===== src/rtl/uart_pkg.sv =====
// uart_pkg: shared receiver FSM states and parity mode encodings
package uart_pkg;
    typedef enum logic [2:0] {IDLE, START, DATA, PAR, STOP, BREAK} state_t;
    localparam int PAR_NONE = 0;
    localparam int PAR_ODD  = 1;
    localparam int PAR_EVEN = 2;
endpackage


===== src/rtl/uart_bit_sampler.sv =====
// uart_bit_sampler: two-flop synchronizer, free-running bit timer and mid-bit 2-of-3 vote
//   clk, rst   : clock, synchronous active-high reset
//   rx         : raw serial line
//   clr        : restart the bit timer at 0
//   rx_s       : synchronized line
//   tick       : one-cycle strobe, rx_bit is valid
//   rx_bit     : majority of the three mid-bit samples
module uart_bit_sampler #(
    parameter int CLK_SIZE  = 434,
    parameter int WIDTH_CLK = $clog2(CLK_SIZE)
) (
    input  logic clk,
    input  logic rst,
    input  logic rx,
    input  logic clr,
    output logic rx_s,
    output logic tick,
    output logic rx_bit
);
    localparam int HALF = CLK_SIZE / 2;
    logic                 sync1, s0, s1;
    logic [WIDTH_CLK-1:0] cnt;
    always_ff @(posedge clk) begin
        if (rst) begin
            sync1 <= 1'b1;
            rx_s  <= 1'b1;
            s0    <= 1'b1;
            s1    <= 1'b1;
            cnt   <= '0;
        end else begin
            sync1 <= rx;
            rx_s  <= sync1;
            cnt   <= (clr || cnt == WIDTH_CLK'(CLK_SIZE - 1)) ? '0 : cnt + 1'b1;
            if (cnt == WIDTH_CLK'(HALF - 1)) s0 <= rx_s;
            if (cnt == WIDTH_CLK'(HALF)) s1 <= rx_s;
        end
    end
    // third sample is the live rx_s, so the vote resolves in the HALF+1 cycle
    assign tick   = cnt == WIDTH_CLK'(HALF + 1);
    assign rx_bit = (s0 & s1) | (s0 & rx_s) | (s1 & rx_s);
endmodule


===== src/rtl/uart_rx_checked.sv =====
// uart_rx_checked: UART frame receiver with parity/framing flags, break detect and overrun-safe holding register
//   i_clk, i_rst : clock, synchronous active-high reset
//   i_rx         : serial line (idle high)
//   i_re         : pop the held frame
//   o_data       : held data; o_rdy valid; o_perr/o_ferr its error flags
//   o_ovr        : sticky, a frame was dropped while o_rdy was high
//   o_brk        : line is in break
module uart_rx_checked
    import uart_pkg::*;
#(
    parameter int WIDTH_DATA = 8,
    parameter int NB_STOP    = 2,
    parameter int PARITY     = 0,
    parameter int CLK_SIZE   = 434,
    parameter int WIDTH_CLK  = $clog2(CLK_SIZE)
) (
    input  logic                  i_clk,
    input  logic                  i_rst,
    input  logic                  i_rx,
    input  logic                  i_re,
    output logic [WIDTH_DATA-1:0] o_data,
    output logic                  o_rdy,
    output logic                  o_perr,
    output logic                  o_ferr,
    output logic                  o_ovr,
    output logic                  o_brk
);
    localparam int IW = $clog2(WIDTH_DATA + NB_STOP);
    state_t                state, state_n;
    logic                  rx_s, tick, rx_bit, clr, last, brk_now;
    logic [WIDTH_DATA-1:0] sh;
    logic [IW-1:0]         idx;
    logic                  par_acc, nz, perr, ferr;
    uart_bit_sampler #(.CLK_SIZE(CLK_SIZE), .WIDTH_CLK(WIDTH_CLK)) u_smp (
        .clk(i_clk), .rst(i_rst), .rx(i_rx), .clr(clr),
        .rx_s(rx_s), .tick(tick), .rx_bit(rx_bit)
    );
    // nz tracks any 1 after the start bit; with the final stop also 0 the frame is a break
    assign brk_now = ~nz & ~rx_bit;
    always_ff @(posedge i_clk) state <= i_rst ? IDLE : state_n;
    always_comb begin
        state_n = state;
        clr     = 1'b0;
        last    = 1'b0;
        unique case (state)
            IDLE:  if (!rx_s) begin
                state_n = START;
                clr     = 1'b1;
            end
            START: if (tick) state_n = rx_bit ? IDLE : DATA;
            DATA:  if (tick && idx == IW'(WIDTH_DATA - 1)) state_n = (PARITY != PAR_NONE) ? PAR : STOP;
            PAR:   if (tick) state_n = STOP;
            STOP:  if (tick && idx == IW'(NB_STOP - 1)) begin
                state_n = brk_now ? BREAK : IDLE;
                last    = 1'b1;
            end
            BREAK: if (rx_s) state_n = IDLE;
            default: state_n = IDLE;
        endcase
    end
    always_ff @(posedge i_clk) begin
        if (i_rst) begin
            sh      <= '0;
            idx     <= '0;
            par_acc <= 1'b0;
            nz      <= 1'b0;
            perr    <= 1'b0;
            ferr    <= 1'b0;
            o_data  <= '0;
            o_rdy   <= 1'b0;
            o_perr  <= 1'b0;
            o_ferr  <= 1'b0;
            o_ovr   <= 1'b0;
            o_brk   <= 1'b0;
        end else begin
            if (state == START) begin
                idx     <= '0;
                par_acc <= 1'b0;
                nz      <= 1'b0;
                perr    <= 1'b0;
                ferr    <= 1'b0;
            end
            if (tick && state == DATA) begin
                sh      <= {rx_bit, sh[WIDTH_DATA-1:1]};
                par_acc <= par_acc ^ rx_bit;
                nz      <= nz | rx_bit;
                idx     <= (idx == IW'(WIDTH_DATA - 1)) ? '0 : idx + 1'b1;
            end
            if (tick && state == PAR) begin
                perr <= (PARITY == PAR_ODD) ? ~(par_acc ^ rx_bit) : (PARITY == PAR_EVEN) && (par_acc ^ rx_bit);
                nz   <= nz | rx_bit;
            end
            if (tick && state == STOP) begin
                idx  <= idx + 1'b1;
                ferr <= ferr | ~rx_bit;
                nz   <= nz | rx_bit;
            end
            // a pop on the completion edge frees the register, so the new frame lands and overrun clears
            if (last && !brk_now) begin
                if (!o_rdy || i_re) begin
                    o_data <= sh;
                    o_perr <= perr;
                    o_ferr <= ferr | ~rx_bit;
                    o_rdy  <= 1'b1;
                    o_ovr  <= 1'b0;
                end else begin
                    o_ovr <= 1'b1;
                end
            end else if (i_re && o_rdy) begin
                o_rdy <= 1'b0;
                o_ovr <= 1'b0;
            end
            if (last && brk_now) o_brk <= 1'b1;
            else if (state == BREAK && rx_s) o_brk <= 1'b0;
        end
    end
endmodule

===== config.mk =====
export PLATFORM = sky130hd
export DESIGN_NAME = uart_rx_checked
export DESIGN_NICKNAME = d
export VERILOG_FILES = /design/src/rtl/uart_pkg.sv /design/src/rtl/uart_bit_sampler.sv /design/src/rtl/uart_rx_checked.sv
export SDC_FILE = /design/constraint.sdc
export NUM_CORES = 1
export LEC_CHECK = 0
export ABC_AREA = 1
export BUFFER_PORTS_ARGS = -buffer_cell sky130_fd_sc_hd__buf_2
export CAP_MARGIN = 20
export CORE_MARGIN = 2
export CORE_UTILIZATION = 30
export CTS_CLUSTER_DIAMETER = 120
export DETAILED_ROUTE_END_ITERATION = 8
export GPL_TIMING_DRIVEN = 0
export HOLD_SLACK_MARGIN = 0.05
export PLACE_DENSITY = 0.54
export SLEW_MARGIN = 25
export SYNTH_ARGS = -nofsm -noshare
export SYNTH_HDL_FRONTEND = slang
export SYNTH_SLANG_ARGS = --single-unit

===== constraint.sdc =====
create_clock -name i_clk -period 2.2 [get_ports i_clk]
set_input_delay 0.44 -clock i_clk [delete_from_list [all_inputs] [get_ports i_clk]]
set_output_delay 0.44 -clock i_clk [all_outputs]
set_load 0.01 [all_outputs]

; ---- Word-level counts from Yosys, hierarchy flattened
; Cells that the tools add are included.
[classes]
add_sub_neg = 2
n_eq_ne = 18
muxes = 29
bitwise = 10
n_reduce_logical = 23
[ops]
columns = operator, n
row1 = $eq A9 B8 Y1 const B, 3
row2 = $mux W3, 7
row3 = $pmux W3 S6, 1
row4 = $mux W1, 16
row5 = $mux W4, 4
row6 = $ne A2 B2 Y1 const B, 5
row7 = $add A9 B1 Y9 const B, 1
row8 = $eq A9 B9 Y1 const B, 1
row9 = $logic_and A1 B1 Y1, 9
row10 = $eq A3 B2 Y1 const B, 2
row11 = $eq A3 B3 Y1 const B, 2
row12 = $reduce_and A6 Y1, 1
row13 = $reduce_bool A2 Y1, 3
row14 = $add A4 B1 Y4 const B, 1
row15 = $and A1 B1 Y1, 4
row16 = $eq A4 B1 Y1 const B, 1
row17 = $eq A4 B3 Y1 const B, 1
row18 = $ne A2 B1 Y1 const B, 2
row19 = $or A1 B1 Y1, 4
row20 = $reduce_and A2 Y1, 2
row21 = $reduce_bool A4 Y1, 1
row22 = $eq A3 B1 Y1 const B, 1
row23 = $logic_not A3 Y1, 1
row24 = $reduce_bool A3 Y1, 1
row25 = 5 further kinds, 8
[word_totals]
reg_bits = 42
input_bits = 4
output_inout_bits = 13
word_cells = 97

; ---- Logic depth before layout (Yosys ltp)
[depth]
ltp_word = 9
depth_mapped = 11
depth_no_buf = 11

; ---- Modules after synthesis
; A second synthesis with hierarchy kept.
[unflattened]
cells_unflattened = 274
area_unflattened_um2 = 1959.4
[by_module_without_submodules]
columns = mod, instances, cells_each, area_per_inst_um2, seq_area_each_um2
row1 = uart_rx_checked, 1, 184, 1327.5, 580.6
row2 = uart_bit_sampler, 1, 90, 631.9, 260.2

; ---- Least setup slack after synthesis
; Ideal clock, no wire load.
[synth_timing]
path_kind = register -> register
from = reg u_smp.cnt[0]
to = reg o_ferr
setup_ns = 0.123
arrival_time_ns = 1.336
required_ns = 2.077
setup_slack_ns = 0.741
stages_incl_launch_ff = 11
path_buffers = 1
period_less_slack_ns = 1.459
cell_sequence = dfxtp_1 -> inv_1 -> ha_1 -> nand2_1 -> nor2_4 -> nand2_2 -> nor2_4 -> nand4_4 -> buf_6 -> nand2_1 -> a21oi_1
[synth_via]
elab_chain_cells = 6
[synth_rtl]
columns = element, line_no
row1 = "start, declared", uart_bit_sampler.sv:22  ; logic [WIDTH_CLK-1:0] cnt;
row2 = "start signal, assigned", uart_bit_sampler.sv:33  ; cnt <= (clr || cnt == WIDTH_CLK'(CLK_SIZE - 1)) ? '0 : cnt + 1'b1;
row3 = $eq A9 B8 Y1, uart_bit_sampler.sv:39  ; assign tick = cnt == WIDTH_CLK'(HALF + 1);
row4 = $logic_and A1 B1 Y1, uart_rx_checked.sv:53  ; STOP: if (tick && idx == IW'(NB_STOP - 1)) begin
row5 = $mux W1, uart_rx_checked.sv:53
row6 = $mux W1, uart_rx_checked.sv:45  ; unique case (state)
row7 = $logic_and A1 B1 Y1, uart_rx_checked.sv:99  ; if (last && !brk_now) begin
row8 = $reduce_and A2 Y1 (no source line), --
row9 = "end signal, assigned", uart_rx_checked.sv:103  ; o_ferr <= ferr | ~rx_bit;
row10 = "end, declared", uart_rx_checked.sv:24  ; output logic o_ferr,
; Every way passes these cells.
; A chain may end at the register's enable or synchronous reset.

; ---- Final worst setup path
[layout_timing]
from = reg u_smp.cnt[0]
to = reg idx[3]
[layout_via]
elab_chain_cells = 4
word_cells_on_any_way = 6
cone_classes = 1 x eq/ne / 2 x mux / 3 x reduce/logical
[layout_rtl]
columns = element, line_no
row1 = $eq A9 B8 Y1 *, uart_bit_sampler.sv:39
row2 = $logic_and A1 B1 Y1, uart_rx_checked.sv:83  ; if (tick && state == DATA) begin
row3 = $mux W4, uart_rx_checked.sv:83
row4 = $mux W4, uart_rx_checked.sv:93  ; if (tick && state == STOP) begin
row5 = "end signal, assigned", uart_rx_checked.sv:87  ; idx <= (idx == IW'(WIDTH_DATA - 1)) ? '0 : idx + 1'b1;
row6 = "end signal, assigned", uart_rx_checked.sv:94  ; idx <= idx + 1'b1;
row7 = "end, declared", uart_rx_checked.sv:32  ; logic [IW-1:0] idx;
; Mark *: on every way between the ends. The rest lies on a longest branch, timed or not.

==> metrics.csv <==
stage,metric,value,unit
worst_setup_path,Reg2Reg Depth,9,
drt,Detailed Routing Iterations Pass 1,4,
yosys,Yosys top cell area share,0.423,
timing,Setup WS post-layout,0.525,ns
timing,final count of negative-setup-slack endpoints,0,
layout,layout cells sized above 1,0.132,
worst_setup_path,critical path launch point type,flip-flop,
power_and_ir_drop,maximum VDD drop,0.436,mV
timing,final max-slew violation count,0,
clock_tree,CTS Buf Count,5,
worst_setup_path,reg2reg start,u_smp.cnt[0]$_SDFF_PP0_,
drt,Antenna Nets Post-Route,0,
clock_tree,Worst-path clk slew,0.08,ns
run_status,status,"finished, final reports clean",
layout,final net count,312,
power_and_ir_drop,clock share of power,0.328,
worst_setup_path,Reg2Reg Setup Slack,0.52,ns
worst_setup_path,CP Buf/Inv Count,1,
worst_setup_path,Setup CP Type,flip-flop to flip-flop,
yosys,synthesized flop and latch total,42,
clock_tree,clock latency on the worst-skew pair,0.30,ns
worst_setup_path,Critical Path End Type,flip-flop,
drt,vias,1626,
die,CORE AREA,0.00639,mm^2
flow_run,Max-cap violations,0,
layout,post-layout util,0.352,
grt,vias in the first global route,1499,
hold_path,worst min path class,primary input to flip-flop,
worst_setup_path,"Max FO, Critical Path",9,
timing,RSZ-0062 raised after global routing,false,
grt,largest net degree at the start of global routing,15,
worst_setup_path,"Slowest-stage cell, CP",dfxtp_1,
worst_setup_path,CP arrival,1.90,ns
hold_path,Hold Path Origin,i_rx,
place,port bufs,15,
place,dpl hpwl,2.73,mm
power_and_ir_drop,Int Power,1.08,mW
die,die width,85.4,um
worst_setup_path,Crit Reg-Reg Endpoint,idx[3]$_SDFFE_PP0P_,
yosys,Ys Warns,0,
drt,vias per cell,4.28,
yosys,top post-synthesis cells by area,"dfxtp_1, nand2_1, inv_1",
clock_tree,CTS Buffer Depth,2,
yosys,commonest cells in the netlist,"nand2_1, inv_1, dfxtp_1",
timing,maximum operating frequency,597,MHz
yosys,cell with the most instances after synthesis,nand2_1,
grt,gr usage total,0.110,
yosys,synth unique cells,27,
grt,final global-route overflow total,0,
hold_path,WHS Endpoint,u_smp.sync1$_SDFF_PP1_,
hold_path,Worst Hold Depth,2,
yosys,Post-Syn Area per Cell,7.10,um^2
layout,diode count,0,
yosys,mapped cell area,0.00199,mm^2
grt,initial antenna violation count,0,
yosys,number of flops mapped to enable cells by yosys,0,
yosys,register area share after synthesis,0.423,
timing,period utilization,0.761,
clock_tree,H-Tree Depth,2,
yosys,post-synthesis adder-cell area fraction,0.0378,
timing,setup TNS,0,ns
power_and_ir_drop,sequential share of power,0.526,
yosys,"Async S/R FF share, synth",0,
power_and_ir_drop,P per Cell Area,683,mW/mm^2
die,num ports,17,
power_and_ir_drop,Logic pwr share,0.146,
drt,DRC viols,0,
drt,starting DRC count in detailed routing,55,
die,Cell Rows,29,
layout,Layout area overhead,13.2,%
drt,final wirelength,3.64,mm
power_and_ir_drop,switching share of power,0.294,
worst_setup_path,WP data required,2.42,ns
yosys,Synth area leader,dfxtp_1,
grt,first-pass GRT wire length,6.42,mm
worst_setup_path,CP peak stage delay,0.40,ns
place,Place WS,0.526,ns
clock_tree,post-CTS resize count,0,
worst_setup_path,"Critical Path, Cell by Cell",inv_1 -> ha_1 -> nand2_1 -> nor2_4 -> nand3_1 -> nand2_1 -> nor2_1 -> nand2_1 -> a21oi_1,
power_and_ir_drop,Pleak,1.05,nW
place,routability cong.,0.776,
yosys,Syn Inst Count,280,
die,Die Area,0.00729,mm^2
clock_tree,Clk Tree Root Cell,clkbuf_8,
drt,DR WL/cell,9.59,um
yosys,Synth Area in Simple Gates,0.309,
timing,WHS,0.323,ns
yosys,largest family of logic cells by synthesized area,simple AND/OR/NAND/NOR gates,
yosys,prevailing post-synth register cell,dfxtp_1,
yosys,mux contribution to synthesized area,0,
clock_tree,Post-CTS Setup Inserts,0,
die,DIE HEIGHT,85.4,um
clock_tree,"Hold-fix buffers, CTS",0,
clock_tree,TritonCTS clock tree,done,
worst_setup_path,CP most frequent cell,nand2_1,
power_and_ir_drop,Net Switching,0.452,mW
timing,clk_skew,0.00889,ns
die,initial core utilization,0.311,
yosys,Compound-Gate Fraction of Synth Area,0.0919,
timing,"Hold Violations, Final",0,
timing,Tmin final,1.68,ns
yosys,Synth Area in XOR/XNOR,0.0264,
worst_setup_path,family with the most delay on the worst path,simple AND/OR/NAND/NOR gates,
yosys,synthesized net count,290,
clock_tree,CTS sink cnt,42,
area by class of cell:
type                       count  area, um^2
fill                         693        4140
multi-input combinational    186         928
sequential                    42         841
inverter                      46         173
tap                           77        96.3
timing repair buffer          15        75.1
clock buffer                   5        68.8
buffer                         6        45.0
clock inverter                 3        21.3
through the flow:
step / instance area (um^2) / total power [mW] / instances
after global placement: 2160 / 1.05 / 372
after global routing: 2250 / 1.63 / 380
final: 2250 / 1.54 / 380
after floorplan: 1990 / 1.00 / 280
after detailed placement: 2160 / 1.05 / 372
after CTS: 2250 / 1.56 / 380
cells by family (layout without fill, tap and decap cells):
group	count (synthesis)	count (layout)
adder cells (fa/ha/maj)	6	6
XOR/XNOR	6	6
flip-flops	42	42
other	1	1
buffers and inverters	52	75
AND/OR/NAND/NOR	137	137
AO/OA/AOI/OAI	36	36
sequential cells by signal (all words and copies together), names as in the netlist:
signal       count
o_brk            1
o_data           8
sh               8
u_smp.cnt        9
o_rdy            1
u_smp.rx_s       1
o_ovr            1
nz               1
state            3
u_smp.s1         1
o_ferr           1
u_smp.sync1      1
u_smp.s0         1
idx              4
ferr             1
power groups by stage:
stage / clock, mW / sequential, mW / combinational (mW)
2_1_floorplan: 0 / 0.819 / 0.184
6_report: 0.504 / 0.807 / 0.225
3_3_place_gp: 0 / 0.825 / 0.223
4_1_cts: 0.522 / 0.807 / 0.228
3_5_place_dp: 0 / 0.825 / 0.227
5_1_grt: 0.555 / 0.810 / 0.265
cells in the final DEF (no fill, tap or decap), types with 5 or more instances in the layout:
master | synthesis | final
nand2_1 | 66 | 66
inv_1 | 45 | 45
dfxtp_1 | 42 | 42
nor2_1 | 37 | 37
a21oi_1 | 21 | 21
buf_2 | 1 | 16
o21ai_0 | 13 | 13
nand3_1 | 11 | 11
clkbuf_8 | 1 | 6
ha_1 | 6 | 6
nor3_1 | 5 | 5
layer usage:
| layer | share of wire | track usage | vias to the layer above |
|---|---|---|---|
| li1 | - | - | 901 |
| met1 | 0.49 | 0.129 | 703 |
| met2 | 0.47 | 0.188 | 20 |
| met3 | 0.036 | 0.0360 | 2 |
| met4 | 0.0049 | 0.0346 | 0 |
| met5 | 0 | 0 | - |
worst max-delay path by stage:
stage,cells after the start,slack [ns],to,start
after CTS,9,0.50,idx[3]$_SDFFE_PP0P_,u_smp.cnt[0]$_SDFF_PP0_
after global routing,9,0.33,idx[3]$_SDFFE_PP0P_,u_smp.cnt[0]$_SDFF_PP0_
final,9,0.52,idx[3]$_SDFFE_PP0P_,u_smp.cnt[0]$_SDFF_PP0_
after detailed placement,9,0.53,idx[3]$_SDFFE_PP0P_,u_smp.cnt[0]$_SDFF_PP0_
after floorplan,10,0.74,o_ferr$_SDFFE_PP0P_,u_smp.cnt[0]$_SDFF_PP0_
after global placement,10,0.52,o_ferr$_SDFFE_PP0P_,u_smp.cnt[0]$_SDFF_PP0_
Note: power is estimated with default switching activity, not from simulation.
